--- config.mk ---
export PLATFORM = sky130hd
export DESIGN_NAME = baseline_tracker
export DESIGN_NICKNAME = d
export VERILOG_FILES = /design/src/rtl/baseline_pkg.sv /design/src/rtl/baseline_tracker_word_sum.sv /design/src/rtl/baseline_tracker.sv
export SDC_FILE = /design/constraint.sdc
export NUM_CORES = 1
export LEC_CHECK = 0
export BUFFER_PORTS_ARGS = -buffer_cell sky130_fd_sc_hd__buf_4
export CAP_MARGIN = 20
export CORE_UTILIZATION = 50
export DETAILED_ROUTE_END_ITERATION = 12
export PLACE_DENSITY = 0.74
export SLEW_MARGIN = 25
export SYNTH_ARGS = -nofsm -noshare
export SYNTH_HDL_FRONTEND = slang
export SYNTH_SLANG_ARGS = --single-unit
--- constraint.sdc ---
create_clock -name AXIS_ACLK -period 15.1 [get_ports AXIS_ACLK]
set_input_delay 2.265 -clock AXIS_ACLK [delete_from_list [all_inputs] [get_ports AXIS_ACLK]]
set_output_delay 2.265 -clock AXIS_ACLK [all_outputs]
set_load 0.05 [all_outputs]
--- src/rtl/baseline_pkg.sv ---
// Shared encodings, tracker state type and width helper for baseline_tracker.
package baseline_pkg;

    // Each stream lane is 16 bits wide; the ADC sample sits in its low bits.
    localparam int unsigned LANE_W = 16;

    // EXEC_STATE encodings; anything other than INIT holds the baseline.
    localparam logic [1:0] EXEC_INIT = 2'b00;
    localparam logic [1:0] EXEC_TRG  = 2'b11;

    typedef enum logic [1:0] {
        ST_ACQ    = 2'd0,
        ST_TRACK  = 2'd1,
        ST_FROZEN = 2'd2
    } bl_state_t;

    // Ceiling log2; clogb2(1) = 0.
    function automatic int unsigned clogb2(input int unsigned value);
        int unsigned r;
        r = 0;
        for (int unsigned v = value - 1; v > 0; v = v >> 1) begin
            r = r + 1;
        end
        return r;
    endfunction

endpackage

--- src/rtl/baseline_tracker_word_sum.sv ---
// Sign-extends the sample of every lane and registers the sum across lanes.
module word_sum
    import baseline_pkg::*;
#(
    parameter int unsigned LANES = 8,
    parameter int unsigned ADC_W = 12,
    parameter int unsigned SUM_W = 15
) (
    input  logic                    AXIS_ACLK,
    input  logic                    AXIS_ARESET,
    input  logic                    clr,
    input  logic                    in_vld,
    input  logic [LANES*LANE_W-1:0] in_data,
    output logic                    out_vld,
    output logic signed [SUM_W-1:0] out_sum
);

    logic signed [SUM_W-1:0] sum_c;
    logic                    unused_hi;

    // Lane adder; bits above the sample in each lane are ignored.
    always_comb begin
        sum_c     = '0;
        unused_hi = 1'b0;
        for (int unsigned i = 0; i < LANES; i++) begin
            sum_c     = sum_c + SUM_W'($signed(in_data[i*LANE_W +: ADC_W]));
            unused_hi = unused_hi ^ (^in_data[i*LANE_W + ADC_W +: LANE_W - ADC_W]);
        end
    end

    // Single register stage; a restart drops the word in flight.
    always_ff @(posedge AXIS_ACLK or posedge AXIS_ARESET) begin
        if (AXIS_ARESET) begin
            out_vld <= 1'b0;
            out_sum <= '0;
        end else if (clr) begin
            out_vld <= 1'b0;
        end else begin
            out_vld <= in_vld;
            if (in_vld) begin
                out_sum <= sum_c;
            end
        end
    end

endmodule

--- src/rtl/baseline_tracker.sv ---
// ADC baseline estimator: block-average acquisition, then shift-based EMA
// tracking with outlier rejection, frozen while the trigger is active.
module baseline_tracker
    import baseline_pkg::*;
#(
    parameter int unsigned ADC_RESOLUTION_WIDTH = 12,
    parameter int unsigned S_AXIS_TDATA_WIDTH   = 128,
    parameter int unsigned ACQ_LEN_LOG2         = 20,
    parameter int unsigned EMA_SHIFT            = 6,
    parameter int unsigned REJECT_CNT_WIDTH     = 16
) (
    input  logic                                   AXIS_ACLK,
    input  logic                                   AXIS_ARESET,
    input  logic [1:0]                             EXEC_STATE,
    input  logic [S_AXIS_TDATA_WIDTH-1:0]          S_AXIS_TDATA,
    input  logic                                   S_AXIS_TVALID,
    input  logic                                   I_TRACK_EN,
    input  logic                                   I_RESTART,
    input  logic [ADC_RESOLUTION_WIDTH-1:0]        I_REJECT_THRESH,
    output logic signed [ADC_RESOLUTION_WIDTH-1:0] O_BASELINE,
    output logic                                   O_CALC_COMPLETE,
    output logic                                   O_UPDATE,
    output logic [REJECT_CNT_WIDTH-1:0]            O_REJECT_CNT
);

    localparam int unsigned ADC_W    = ADC_RESOLUTION_WIDTH;
    localparam int unsigned SPW      = S_AXIS_TDATA_WIDTH / LANE_W;
    localparam int unsigned SPW_LOG2 = clogb2(SPW);
    localparam int unsigned SUM_W    = ADC_W + SPW_LOG2;
    localparam int unsigned ACC_W    = SUM_W + ACQ_LEN_LOG2;
    localparam int unsigned CNT_W    = ACQ_LEN_LOG2 + 1;
    localparam int unsigned FX_W     = ADC_W + EMA_SHIFT + 1;
    localparam int unsigned DIFF_W   = ADC_W + 1;
    localparam logic [CNT_W-1:0] LAST_IDX = {1'b0, {ACQ_LEN_LOG2{1'b1}}};

    bl_state_t                    state, state_nxt;
    logic                         accept;
    logic [CNT_W-1:0]             word_cnt;

    logic                         s0_vld, s0_trk, s0_last;
    logic [S_AXIS_TDATA_WIDTH-1:0] s0_data;
    logic                         s1_vld, s1_trk, s1_last;
    logic signed [SUM_W-1:0]      s1_sum;
    logic signed [ADC_W-1:0]      s1_mean;
    logic signed [DIFF_W-1:0]     s1_diff;
    logic [DIFF_W-1:0]            s1_dev;
    logic                         s1_rej;

    logic                         s2_vld, s2_trk, s2_last, s2_rej;
    logic signed [ADC_W-1:0]      s2_mean;
    logic signed [ACC_W-1:0]      acc;
    logic signed [ADC_W-1:0]      acq_res;
    logic signed [FX_W-1:0]       bl_fx, fx_init, fx_ema;

    // Acceptance and next-state decode; restart overrides everything.
    always_comb begin
        accept    = S_AXIS_TVALID && (EXEC_STATE == EXEC_INIT) &&
                    ((state == ST_ACQ) || (state == ST_TRACK)) && !I_RESTART;
        state_nxt = state;
        if (I_RESTART) begin
            state_nxt = ST_ACQ;
        end else begin
            case (state)
                ST_ACQ:    if (accept && (word_cnt == LAST_IDX))
                               state_nxt = I_TRACK_EN ? ST_TRACK : ST_FROZEN;
                ST_TRACK:  if (!I_TRACK_EN) state_nxt = ST_FROZEN;
                ST_FROZEN: if (I_TRACK_EN)  state_nxt = ST_TRACK;
                default:   state_nxt = ST_ACQ;
            endcase
        end
    end

    // State register.
    always_ff @(posedge AXIS_ACLK or posedge AXIS_ARESET) begin
        if (AXIS_ARESET) state <= ST_ACQ;
        else             state <= state_nxt;
    end

    // Input capture and acquisition word counter; each word is tagged with its role.
    always_ff @(posedge AXIS_ACLK or posedge AXIS_ARESET) begin
        if (AXIS_ARESET) begin
            s0_vld   <= 1'b0;
            s0_trk   <= 1'b0;
            s0_last  <= 1'b0;
            s0_data  <= '0;
            word_cnt <= '0;
        end else if (I_RESTART) begin
            s0_vld   <= 1'b0;
            word_cnt <= '0;
        end else begin
            s0_vld <= accept;
            if (accept) begin
                s0_data <= S_AXIS_TDATA;
                s0_trk  <= (state == ST_TRACK);
                s0_last <= (state == ST_ACQ) && (word_cnt == LAST_IDX);
                if (state == ST_ACQ) word_cnt <= word_cnt + CNT_W'(1);
            end
        end
    end

    word_sum #(
        .LANES (SPW),
        .ADC_W (ADC_W),
        .SUM_W (SUM_W)
    ) u_word_sum (
        .AXIS_ACLK   (AXIS_ACLK),
        .AXIS_ARESET (AXIS_ARESET),
        .clr         (I_RESTART),
        .in_vld      (s0_vld),
        .in_data     (s0_data),
        .out_vld     (s1_vld),
        .out_sum     (s1_sum)
    );

    // Role tags travel alongside the word sum.
    always_ff @(posedge AXIS_ACLK or posedge AXIS_ARESET) begin
        if (AXIS_ARESET) begin
            s1_trk  <= 1'b0;
            s1_last <= 1'b0;
        end else if (s0_vld) begin
            s1_trk  <= s0_trk;
            s1_last <= s0_last;
        end
    end

    // Word mean (floor) and deviation check against the current output baseline.
    always_comb begin
        s1_mean = s1_sum[SPW_LOG2 +: ADC_W];
        s1_diff = DIFF_W'(s1_mean) - DIFF_W'(O_BASELINE);
        s1_dev  = s1_diff[DIFF_W-1] ? -s1_diff : s1_diff;
        s1_rej  = (I_REJECT_THRESH != '0) && (s1_dev > {1'b0, I_REJECT_THRESH});
    end

    // Acquisition accumulator and compare-result register.
    always_ff @(posedge AXIS_ACLK or posedge AXIS_ARESET) begin
        if (AXIS_ARESET) begin
            s2_vld  <= 1'b0;
            s2_trk  <= 1'b0;
            s2_last <= 1'b0;
            s2_rej  <= 1'b0;
            s2_mean <= '0;
            acc     <= '0;
        end else if (I_RESTART) begin
            s2_vld <= 1'b0;
            acc    <= '0;
        end else begin
            s2_vld <= s1_vld;
            if (s1_vld) begin
                s2_trk  <= s1_trk;
                s2_last <= s1_last;
                s2_rej  <= s1_rej;
                s2_mean <= s1_mean;
                if (!s1_trk) acc <= acc + ACC_W'(s1_sum);
            end
        end
    end

    // Block-average result and EMA step.
    always_comb begin
        acq_res = acc[SPW_LOG2 + ACQ_LEN_LOG2 +: ADC_W];
        fx_init = FX_W'(acq_res) <<< EMA_SHIFT;
        fx_ema  = bl_fx + FX_W'(s2_mean) - (bl_fx >>> EMA_SHIFT);
    end

    // Output register: acquisition result, EMA update or reject count.
    always_ff @(posedge AXIS_ACLK or posedge AXIS_ARESET) begin
        if (AXIS_ARESET) begin
            O_BASELINE      <= '0;
            O_CALC_COMPLETE <= 1'b0;
            O_UPDATE        <= 1'b0;
            O_REJECT_CNT    <= '0;
            bl_fx           <= '0;
        end else if (I_RESTART) begin
            O_CALC_COMPLETE <= 1'b0;
            O_UPDATE        <= 1'b0;
            O_REJECT_CNT    <= '0;
        end else begin
            O_UPDATE <= 1'b0;
            if (s2_vld) begin
                if (!s2_trk) begin
                    if (s2_last) begin
                        O_BASELINE      <= acq_res;
                        bl_fx           <= fx_init;
                        O_CALC_COMPLETE <= 1'b1;
                        O_UPDATE        <= 1'b1;
                    end
                end else if (s2_rej) begin
                    if (O_REJECT_CNT != '1) O_REJECT_CNT <= O_REJECT_CNT + REJECT_CNT_WIDTH'(1);
                end else begin
                    bl_fx      <= fx_ema;
                    O_BASELINE <= fx_ema[EMA_SHIFT +: ADC_W];
                    O_UPDATE   <= 1'b1;
                end
            end
        end
    end

endmodule

; After elaboration in Yosys (flattened, before gate mapping)
; Index checks and enable logic that the tools add are counted.
[op_classes]
add_sub_neg = 14
n_lt_le_gt_ge = 1
eq_ne = 10
mux = 36
bitwise = 1
reduce_logical = 29
[ops]
columns = cell, count
row1 = two-way mux 35 bit, 3
row2 = two-way mux 16 bit, 5
row3 = adder 15 x 12 -> 15 bit, 5
row4 = two-way mux 21 bit, 3
row5 = two-way mux 19 bit, 3
row6 = two-way mux 12 bit, 3
row7 = adder 35 x 15 -> 35 bit, 1
row8 = adder 21 x 1 -> 21 bit (second input constant), 1
row9 = == test 21 x 20 -> 1 bit (second input constant), 1
row10 = adder 19 x 12 -> 19 bit, 1
row11 = subtractor 19 x 13 -> 19 bit, 1
row12 = nonzero test 2 bit, 9
row13 = adder 16 x 1 -> 16 bit (second input constant), 1
row14 = != test 16 bit (second input constant), 1
row15 = adder 13 x 12 -> 14 bit, 1
row16 = adder 12 x 12 -> 13 bit, 1
row17 = > comparator 13 x 12 -> 1 bit, 1
row18 = two-way mux 13 bit, 1
row19 = negator 13 bit, 1
row20 = subtractor 12 x 12 -> 13 bit, 1
row21 = two-way mux 1 bit, 12
row22 = nonzero test 12 bit, 1
row23 = two-way mux 2 bit, 5
row24 = AND reduction 2 bit, 5
row25 = other kinds (12), 24
[word_totals]
register_bits = 268
input_bits = 147
out_inout_bits = 30
wordCells = 112

; Longest topological paths before layout
; Gate-level depths: netlist of the first run.
[depth]
word_depth = 8
mapped_depth = 23
mapped_depth_nobuf = 23

; Modules after synthesis
; From an unflattened synthesis of the first run, not the netlist that was laid out.
[hier_totals]
hier_cells = 1972
hier_area_um2 = 17156.5
[by_module_without_submodules]
columns = mod, n_inst, cells_per_inst, area_per_inst_um2, seq_area_each_um2
row1 = baseline_tracker, 1, 1584, 13825.8, 6105.9
row2 = word_sum, 1, 388, 3330.7, 400.4

; Worst setup path before layout of the first run
; OpenSTA, ideal clock, no wires.
[synth_path]
kind = register to register
start = register s0_data[1]
end = register u_word_sum.out_sum[14]
setup_time_ns = 0.130
t_arrival_ns = 5.496
required_ns = 14.970
slack_ns = 9.474
stages_incl_launch_ff = 24
n_path_buf = 0
period_less_slack_ns = 5.626
cell_sequence = dfrtp_1 -> fa_1 -> ha_1 -> fa_1 -> a21o_1 -> a21oi_1 -> o21bai_1 -> a21oi_1 -> o21bai_1 -> a21oi_1 -> o21ai_0 -> a21oi_1 -> xor2_1 -> fa_1 -> fa_1 -> fa_1 -> inv_1 -> ha_1 -> nand3_1 -> nand2_1 -> a41o_1 -> o41ai_1 -> xnor2_1 -> o21ai_1
[synth_via]
elab_chain_cells = 7
[synth_lines]
columns = item, line_no
row1 = from (decl), baseline_tracker.sv:41  ; logic [S_AXIS_TDATA_WIDTH-1:0] s0_data;
row2 = from (signal assigned), baseline_tracker.sv:85  ; s0_data <= '0;
row3 = from (signal assigned), baseline_tracker.sv:93  ; s0_data <= S_AXIS_TDATA;
row4 = adder 12 x 12 -> 13 bit, baseline_tracker_word_sum.sv:26  ; sum_c = sum_c + SUM_W'($signed(in_data[i*LANE_W +: ADC_W]));
row5 = adder 13 x 12 -> 14 bit, baseline_tracker_word_sum.sv:26
row6 = adder 15 x 12 -> 15 bit (5 in series), baseline_tracker_word_sum.sv:26
row7 = to (signal assigned), baseline_tracker_word_sum.sv:41  ; out_sum <= sum_c;
row8 = to (decl), baseline_tracker_word_sum.sv:15  ; output logic signed [SUM_W-1:0] out_sum
; Every way passes these cells.
; A chain may end at the register's enable or synchronous reset.

; Final worst setup path of the first run
; Ends and elaborated chain as after synthesis.

==> results_dict.tcl, run 1 <==
set metrics [dict create \
    outcome "complete, but fails checks" \
    violations "design-rule violations" \
    final_cell_mix "dfrtp_1 (228), inv_1 (197), buf_4 (155)" \
    synthFlopType "dfrtp_1" \
    numClockSinks 228 \
    port_buffers 144 \
    path_buf_inv 1 \
    arrival_ps 6670 \
    worstPathMaxFanout 5 \
    p_leak_nw 8.78 \
    route.detailed.drc 6 \
    synth_area_leaders "dfrtp_1 (36%), fa_1 (11%), ha_1 (8.5%)" \
    cts_setup_buffers 0 \
    coreArea_um2 30700 \
    clock_tree.root_cell "clkbuf_16" \
    yosysSeqAreaShare 0.364 \
    rsz0062_at_grt "false" \
    vdd_ir_drop_max_v 0.000279 \
    yosys.area_share.simple 0.0938 \
    synth_fa_ha_area_frac 0.194 \
    ys_warn_count 0 \
    worst_pin_slew_ps 892 \
    yosysTopAreaCellShare 0.364 \
    clkTransAtPathRegs_ps 60 \
    synth-xor-area-share 0.0637 \
    placedInstanceArea_um2 17100 \
    syn2layout_area_growth_pct 15.8 \
    power.density_nw_per_um2 274 \
    cts_tree "yes" \
    dieArea_um2 32100 \
    grt_max_degree 101 \
    viasPerCell 5.50 \
    timing.critical_path.slowest_stage_cell "fa_1" \
    hpwlAfterDp_um 26100 \
    grt_pass1_wl_um 57700 \
    nets 2002 \
    synthArstFlopShare 1.00 \
    numCtsBuffers 26 \
    total_power_mw 4.98 \
    pin_count 177 \
    synth_mux_area_frac 0.0737 \
    tns_ps 0 \
    fill_cells 2556 \
    setup_violations 0 \
    dp_cells 2031 \
    antenna_cells 0 \
    post_cts_resized 0 \
    synth_cells 1532 \
    syn-cell-area_um2 15700 \
    slew_headroom 0.405 \
    drt_iter0_markers 581 \
    cts.htree.levels 1 \
    wl_um 34400 \
    cp_cell_sequence "fa_1 > ha_1 > fa_1 > a21o_1 > a21oi_1 > o21bai_1 > a21oi_1 > o21bai_1 > a21oi_1 > o21ai_0 > a21oi_1 > xor2_1 > fa_1 > fa_1 > fa_1 > inv_1 > ha_1 > nand3_1 > nand2_1 > a41o_1 > o41ai_1 > xnor2_1 > o21ai_1" \
    initial_core_util 0.510 \
    synth_compound_gate_area_share 0.147 \
    grt_antenna_before_repair 0 \
    avgRoutedWirePerCell_um 16.6 \
    hold_path_class "reg2reg" \
    synth_seq_cells 228 \
    synth_edf_count 0 \
    slew_violations 0 \
    clock.fmax_ghz 0.160 \
    yosysTopAreaCell "dfrtp_1" \
    antenna_left 0 \
    place.gp.congestion 0.897 \
    min_period_ps 6250 \
    drive_above_1_share 0.196 \
    grt.overflow.total 0 \
    die_h_um 179 \
    layout.cells.most_common "dfrtp_1" \
    clock_path_buffers 3 \
    start_kind "register" \
    clk_latency_ps 560 \
    grt_pass1_vias 11868 \
    die_x_um 179 \
    layoutNonFillerInstCount 2079 \
    syn_area_per_cell_um2 10.2 \
    hold_buffers 0 \
    synth_top_family_by_area "adder cells" \
    slowest_delay_ps 540 \
    gr-usage-all-layers 0.224 \
    maxCapViolCount 0 \
    drt_first_pass_iters 9 \
    hold_viol 0 \
    design_area_um2 18200 \
    cp-end-kind "register" \
    crit_family "adder cells" \
    std_cell_rows 64 \
    num_vias 11440 \
    crit_top_cell "fa_1" \
    syn-num-nets 1871 \
    cp.required_ps 15520 \
    crit_type "reg2reg" \
    clock_skew_ps 22.5 \
    period_share 0.414 \
    yosysUniqueCellTypes 72 \
]
[registers in the layout (all words and copies together) (netlist names), 2 cells and up]
signal and count:
s0_data 96, acc 35, word_cnt 21, O_REJECT_CNT 16
u_word_sum.out_sum 15, s2_mean 12, O_BASELINE 11, bl_fx 8
state 2
[tightest hold or removal path, stage by stage, from the launching register on]
cell and delay [ps]:
dfrtp_1 350, nand2_1 50, nand2_1 50
[metal layers]
layer | vias to the layer above | GRT usage | wire length [µm]
met3 | 63 | 0.0509 | 2020
met2 | 257 | 0.385 | 16800
met4 | 0 | 0.0696 | 1000
li1 | 5506 | - | -
met1 | 5614 | 0.279 | 14600
met5 | - | 0 | 0
[synthesized netlist by cell type (14+ instances only)]
library cell,number
o21bai_1,14
nand4_1,18
a22o_1,32
o21ai_0,62
dfrtp_1,228
a21o_1,31
a21oi_1,83
ha_1,106
nand2_1,97
inv_1,198
nand3_1,26
xor2_1,48
fa_1,86
mux2_2,100
clkbuf_1,28
nor2_1,75
xnor2_1,66
[cell families (layout without fill, tap and decap cells)]
family,after synthesis,after routing
xor gates and xnor gates,114,114
and+or+nand+nor,308,308
DFF,228,228
muxes,103,103
AOI/OAI and AO/OA,337,337
buffers and inverters,250,401
adders and majority gates,192,192
[cell type report]
type | count | area, µm² | share of cell area
clock buffer | 28 | 678 | 0.0374
clock inverter | 20 | 369 | 0.0203
inverter | 198 | 751 | 0.0414
multi-input combinational | 1054 | 8990 | 0.495
sequential | 228 | 5710 | 0.314
tap | 396 | 495 | 0.0273
timing repair buffer | 155 | 1160 | 0.0641
[metrics by stage]
step | hold slack, ps | setup WS (ps) | utilization
final | 485 | 8850 | 0.590
after global routing | 511 | 8590 | 0.590
after CTS | 491 | 8870 | 0.590
after detailed placement | 475 | 8940 | 0.556
after global placement | 467 | 8970 | 0.556
after floorplan | 447 | 6590 | -
[final timing paths]
check / from / to / slack (ps) / depth (start not counted)
max: s0_data[1]$_DFFE_PP0P_ / u_word_sum.out_sum[14]$_DFFE_PP0P_ / 8850 / 23
max reg2reg: s0_data[1]$_DFFE_PP0P_ / u_word_sum.out_sum[14]$_DFFE_PP0P_ / 8850 / 23
max in group asynchronous: AXIS_ARESET / acc[27]$_DFFE_PP0P_ / 11890 / 3
min in group asynchronous: AXIS_ARESET / s0_data[59]$_DFFE_PP0P_ / 1820 / 2
min reg2reg: u_word_sum.out_sum[2]$_DFFE_PP0P_ / u_word_sum.out_sum[2]$_DFFE_PP0P_ / 490 / 2
min: u_word_sum.out_sum[2]$_DFFE_PP0P_ / u_word_sum.out_sum[2]$_DFFE_PP0P_ / 490 / 2
[power by group]
group	leakage [nW]	total, mW	internal, mW	switching, mW
clock	0.502	0.757	0.482	0.275
combinational	5.35	3.44	1.55	1.89
sequential	2.93	0.785	0.701	0.0840
total	8.78	4.98	2.73	2.25
No activity file was read; power rests on OpenSTA's default activity.
==> run 2, diff against run 1 <==
--- a/config.mk
+++ b/config.mk
@@ -5,11 +5,12 @@
 export SDC_FILE = /design/constraint.sdc
 export NUM_CORES = 1
 export LEC_CHECK = 0
+export ABC_AREA = 1
 export BUFFER_PORTS_ARGS = -buffer_cell sky130_fd_sc_hd__buf_4
 export CAP_MARGIN = 20
 export CORE_UTILIZATION = 50
 export DETAILED_ROUTE_END_ITERATION = 12
-export PLACE_DENSITY = 0.74
+export PLACE_DENSITY = 0.76
 export SLEW_MARGIN = 25
 export SYNTH_ARGS = -nofsm -noshare
 export SYNTH_HDL_FRONTEND = slang
==> constraint.sdc (replaced) <==
create_clock -name AXIS_ACLK -period 5.1 [get_ports AXIS_ACLK]
set_input_delay 0.765 -clock AXIS_ACLK [delete_from_list [all_inputs] [get_ports AXIS_ACLK]]
set_output_delay 0.765 -clock AXIS_ACLK [all_outputs]
set_load 0.05 [all_outputs]
==> results_dict.tcl, run 2 <==
set metrics [dict create \
    dieArea_um2 34900 \
    grt_max_degree 118 \
    period_share 1.01 \
    yosysTopAreaCellShare 0.334 \
    slew_violations 0 \
    gr-usage-all-layers 0.262 \
    yosysUniqueCellTypes 56 \
    synth_common_cells "nand2_1 (719), inv_1 (361), dfrtp_1 (228), nor2_1 (129), o21ai_0 (124)" \
    synth-xor-area-share 0.0251 \
    r2r_start "s0_data[2]$_DFFE_PP0P_" \
    slew_headroom 0.359 \
    final_cell_mix "nand2_1 (710), inv_1 (356), dfrtp_1 (228)" \
    slowest_delay_ps 550 \
    violations "negative setup slack" \
    min_period_ps 5130 \
    wl_um 45000 \
    pin_count 177 \
    clock.fmax_ghz 0.195 \
    synth_fa_ha_area_frac 0.178 \
    start_kind "register" \
    syn-num-nets 2617 \
    synth_area_leaders "dfrtp_1 (33%), nand2_1 (16%), fa_1 (10%)" \
    num_vias 15351 \
    initial_core_util 0.508 \
    die_x_um 187 \
    clkTransAtPathRegs_ps 60 \
    antenna_left 0 \
    synth_edf_count 0 \
    fill_cells 2941 \
    synthArstFlopShare 1.00 \
    viasPerCell 5.29 \
    cts.htree.levels 1 \
    yosysMostFrequentCell "nand2_1" \
    cp.required_ps 5500 \
    syn2layout_area_growth_pct 16.9 \
    place.gp.congestion 0.947 \
    design_area_um2 20000 \
    worstPathMaxFanout 3 \
    clk_latency_ps 540 \
    std_cell_rows 67 \
    r2r_setup_slack_ps -30 \
    clock_skew_ps 12.6 \
    crit_start "s0_data[2]$_DFFE_PP0P_" \
    placedInstanceArea_um2 18700 \
    grt_pass1_vias 15207 \
    cp-end-kind "register" \
    synth_compound_gate_area_share 0.109 \
    grt.overflow.total 0 \
    arrival_ps 5530 \
    maxCapViolCount 0 \
    grt_pass1_wl_um 75100 \
    drive_above_1_share 0.128 \
    drt_first_pass_iters 5 \
    rsz0062_at_grt "true" \
    ys_warn_count 0 \
    clock_path_buffers 3 \
    layout.cells.most_common "nand2_1" \
    synth_mux_area_frac 0 \
    fin_ws_ps -28.1 \
    hpwlAfterDp_um 34300 \
    reg.largest.list "s0_data (96), acc (35), word_cnt (21)" \
    outcome "complete, but fails checks" \
    yosysTopAreaCell "dfrtp_1" \
    coreArea_um2 33600 \
    route.detailed.drc 0 \
    yosys.area_share.simple 0.256 \
    grt_antenna_before_repair 0 \
    hold_viol 0 \
    syn_area_per_cell_um2 7.50 \
    hold_path_class "in2async" \
    clock_tree.root_cell "clkbuf_16" \
    timing.critical_path.slowest_stage_cell "fa_1" \
    numCtsBuffers 26 \
    drt_iter0_markers 861 \
    die_h_um 187 \
    crit_type "reg2reg" \
    antenna_cells 0 \
    synth_top_family_by_area "simple AND/OR/NAND/NOR gates" \
    nets 2772 \
    crit_top_cell "inv_1" \
    yosysSeqAreaShare 0.334 \
    synth_cells 2278 \
    worst_pin_slew_ps 960 \
    synthFlopType "dfrtp_1" \
    syn-cell-area_um2 17100 \
    setup_violations 2 \
    largest_reg_flops 96 \
    cts_tree "yes" \
    numClockSinks 228 \
    synth_seq_cells 228 \
    top_register "s0_data" \
    port_buffers 144 \
    avgRoutedWirePerCell_um 15.5 \
]
[run 2: cell count changes after synthesis, sizes merged, moves of 58 or more]
cell / delta
nand3: +84
o21ai: +61
mux2: -100
inv: +167
nand2: +627
nor2: +58
[run 2: logic make-up (layout without fill, tap and decap cells)]
family                   count (synthesis)  after routing
XOR/XNOR                                49             49
AND/OR/NAND/NOR                       1056           1056
AO/OA/AOI/OAI                          330            330
flip-flops                             228            228
adder cells (fa/ha/maj)                192            192
buffers and inverters                  423            597
[run 2: final cells by class]
type / instances / area [µm²] / share of cell area
multi-input cells: 1627 / 10000 / 0.502
repair buffers: 184 / 1410 / 0.0708
clock buffers: 37 / 743 / 0.0372
clock inverters: 10 / 153 / 0.00764
inverters: 366 / 1380 / 0.0690
flip-flops and latches: 228 / 5710 / 0.286
well taps: 448 / 561 / 0.0281
[run 2: repair_timing]
action                                  in CTS  in global routing
pin swaps                                   22                 31
hold endpoints to repair                     0                  0
endpoints found under the setup margin       5                  6
hold buffers                                 0                  0
gates resized for setup                     26                 38
setup buffers                                3                  6
[run 2: metal layers]
| layer | GRT usage | vias up | wire [µm] |
|---|---|---|---|
| met5 | 0 | - | 0 |
| met4 | 0.0561 | 0 | 926 |
| met3 | 0.0265 | 76 | 2350 |
| met2 | 0.459 | 428 | 22100 |
| met1 | 0.353 | 7312 | 19600 |
| li1 | - | 7535 | - |
[run 2: final timing paths]
path,endpoint,cells after the start
worst max-delay path,u_word_sum.out_sum[14]$_DFFE_PP0P_,25
worst min register to register,acc[13]$_DFFE_PP0P_,2
max in group asynchronous,acc[22]$_DFFE_PP0P_,3
worst max register to register,u_word_sum.out_sum[14]$_DFFE_PP0P_,25
worst min-delay path,bl_fx[4]$_DFFE_PP0P_,2
min in group AXIS_ACLK,s0_data[42]$_DFFE_PP0P_,3
[run 2: critical path, delay by kind of cell, from the launching register on]
kind	cells	cell delay (ps)
xor gates and xnor gates	1	120
buffers and inverters	7	610
AOI/OAI and AO/OA	3	340
adders and majority gates	6	2590
and+or+nand+nor	8	940
DFF	1	400
[run 2: metrics by stage]
stage	hold slack, ps	cells	worst slack [ps]	setup TNS (ps)	util
floorplan	453	2278	177	0	-
global placement	468	2844	-110	-221	0.557
detailed placement	473	2844	-161	-498	0.557
CTS	354	2894	-28.5	-28.5	0.588
global route	381	2900	-356	-1390	0.594
finish	343	2900	-28.1	-46.8	0.594
Power of run 2 is left out: the tool's default activity adds up to more than one toggle a clock period on the data nets, which glitch-free logic cannot reach.
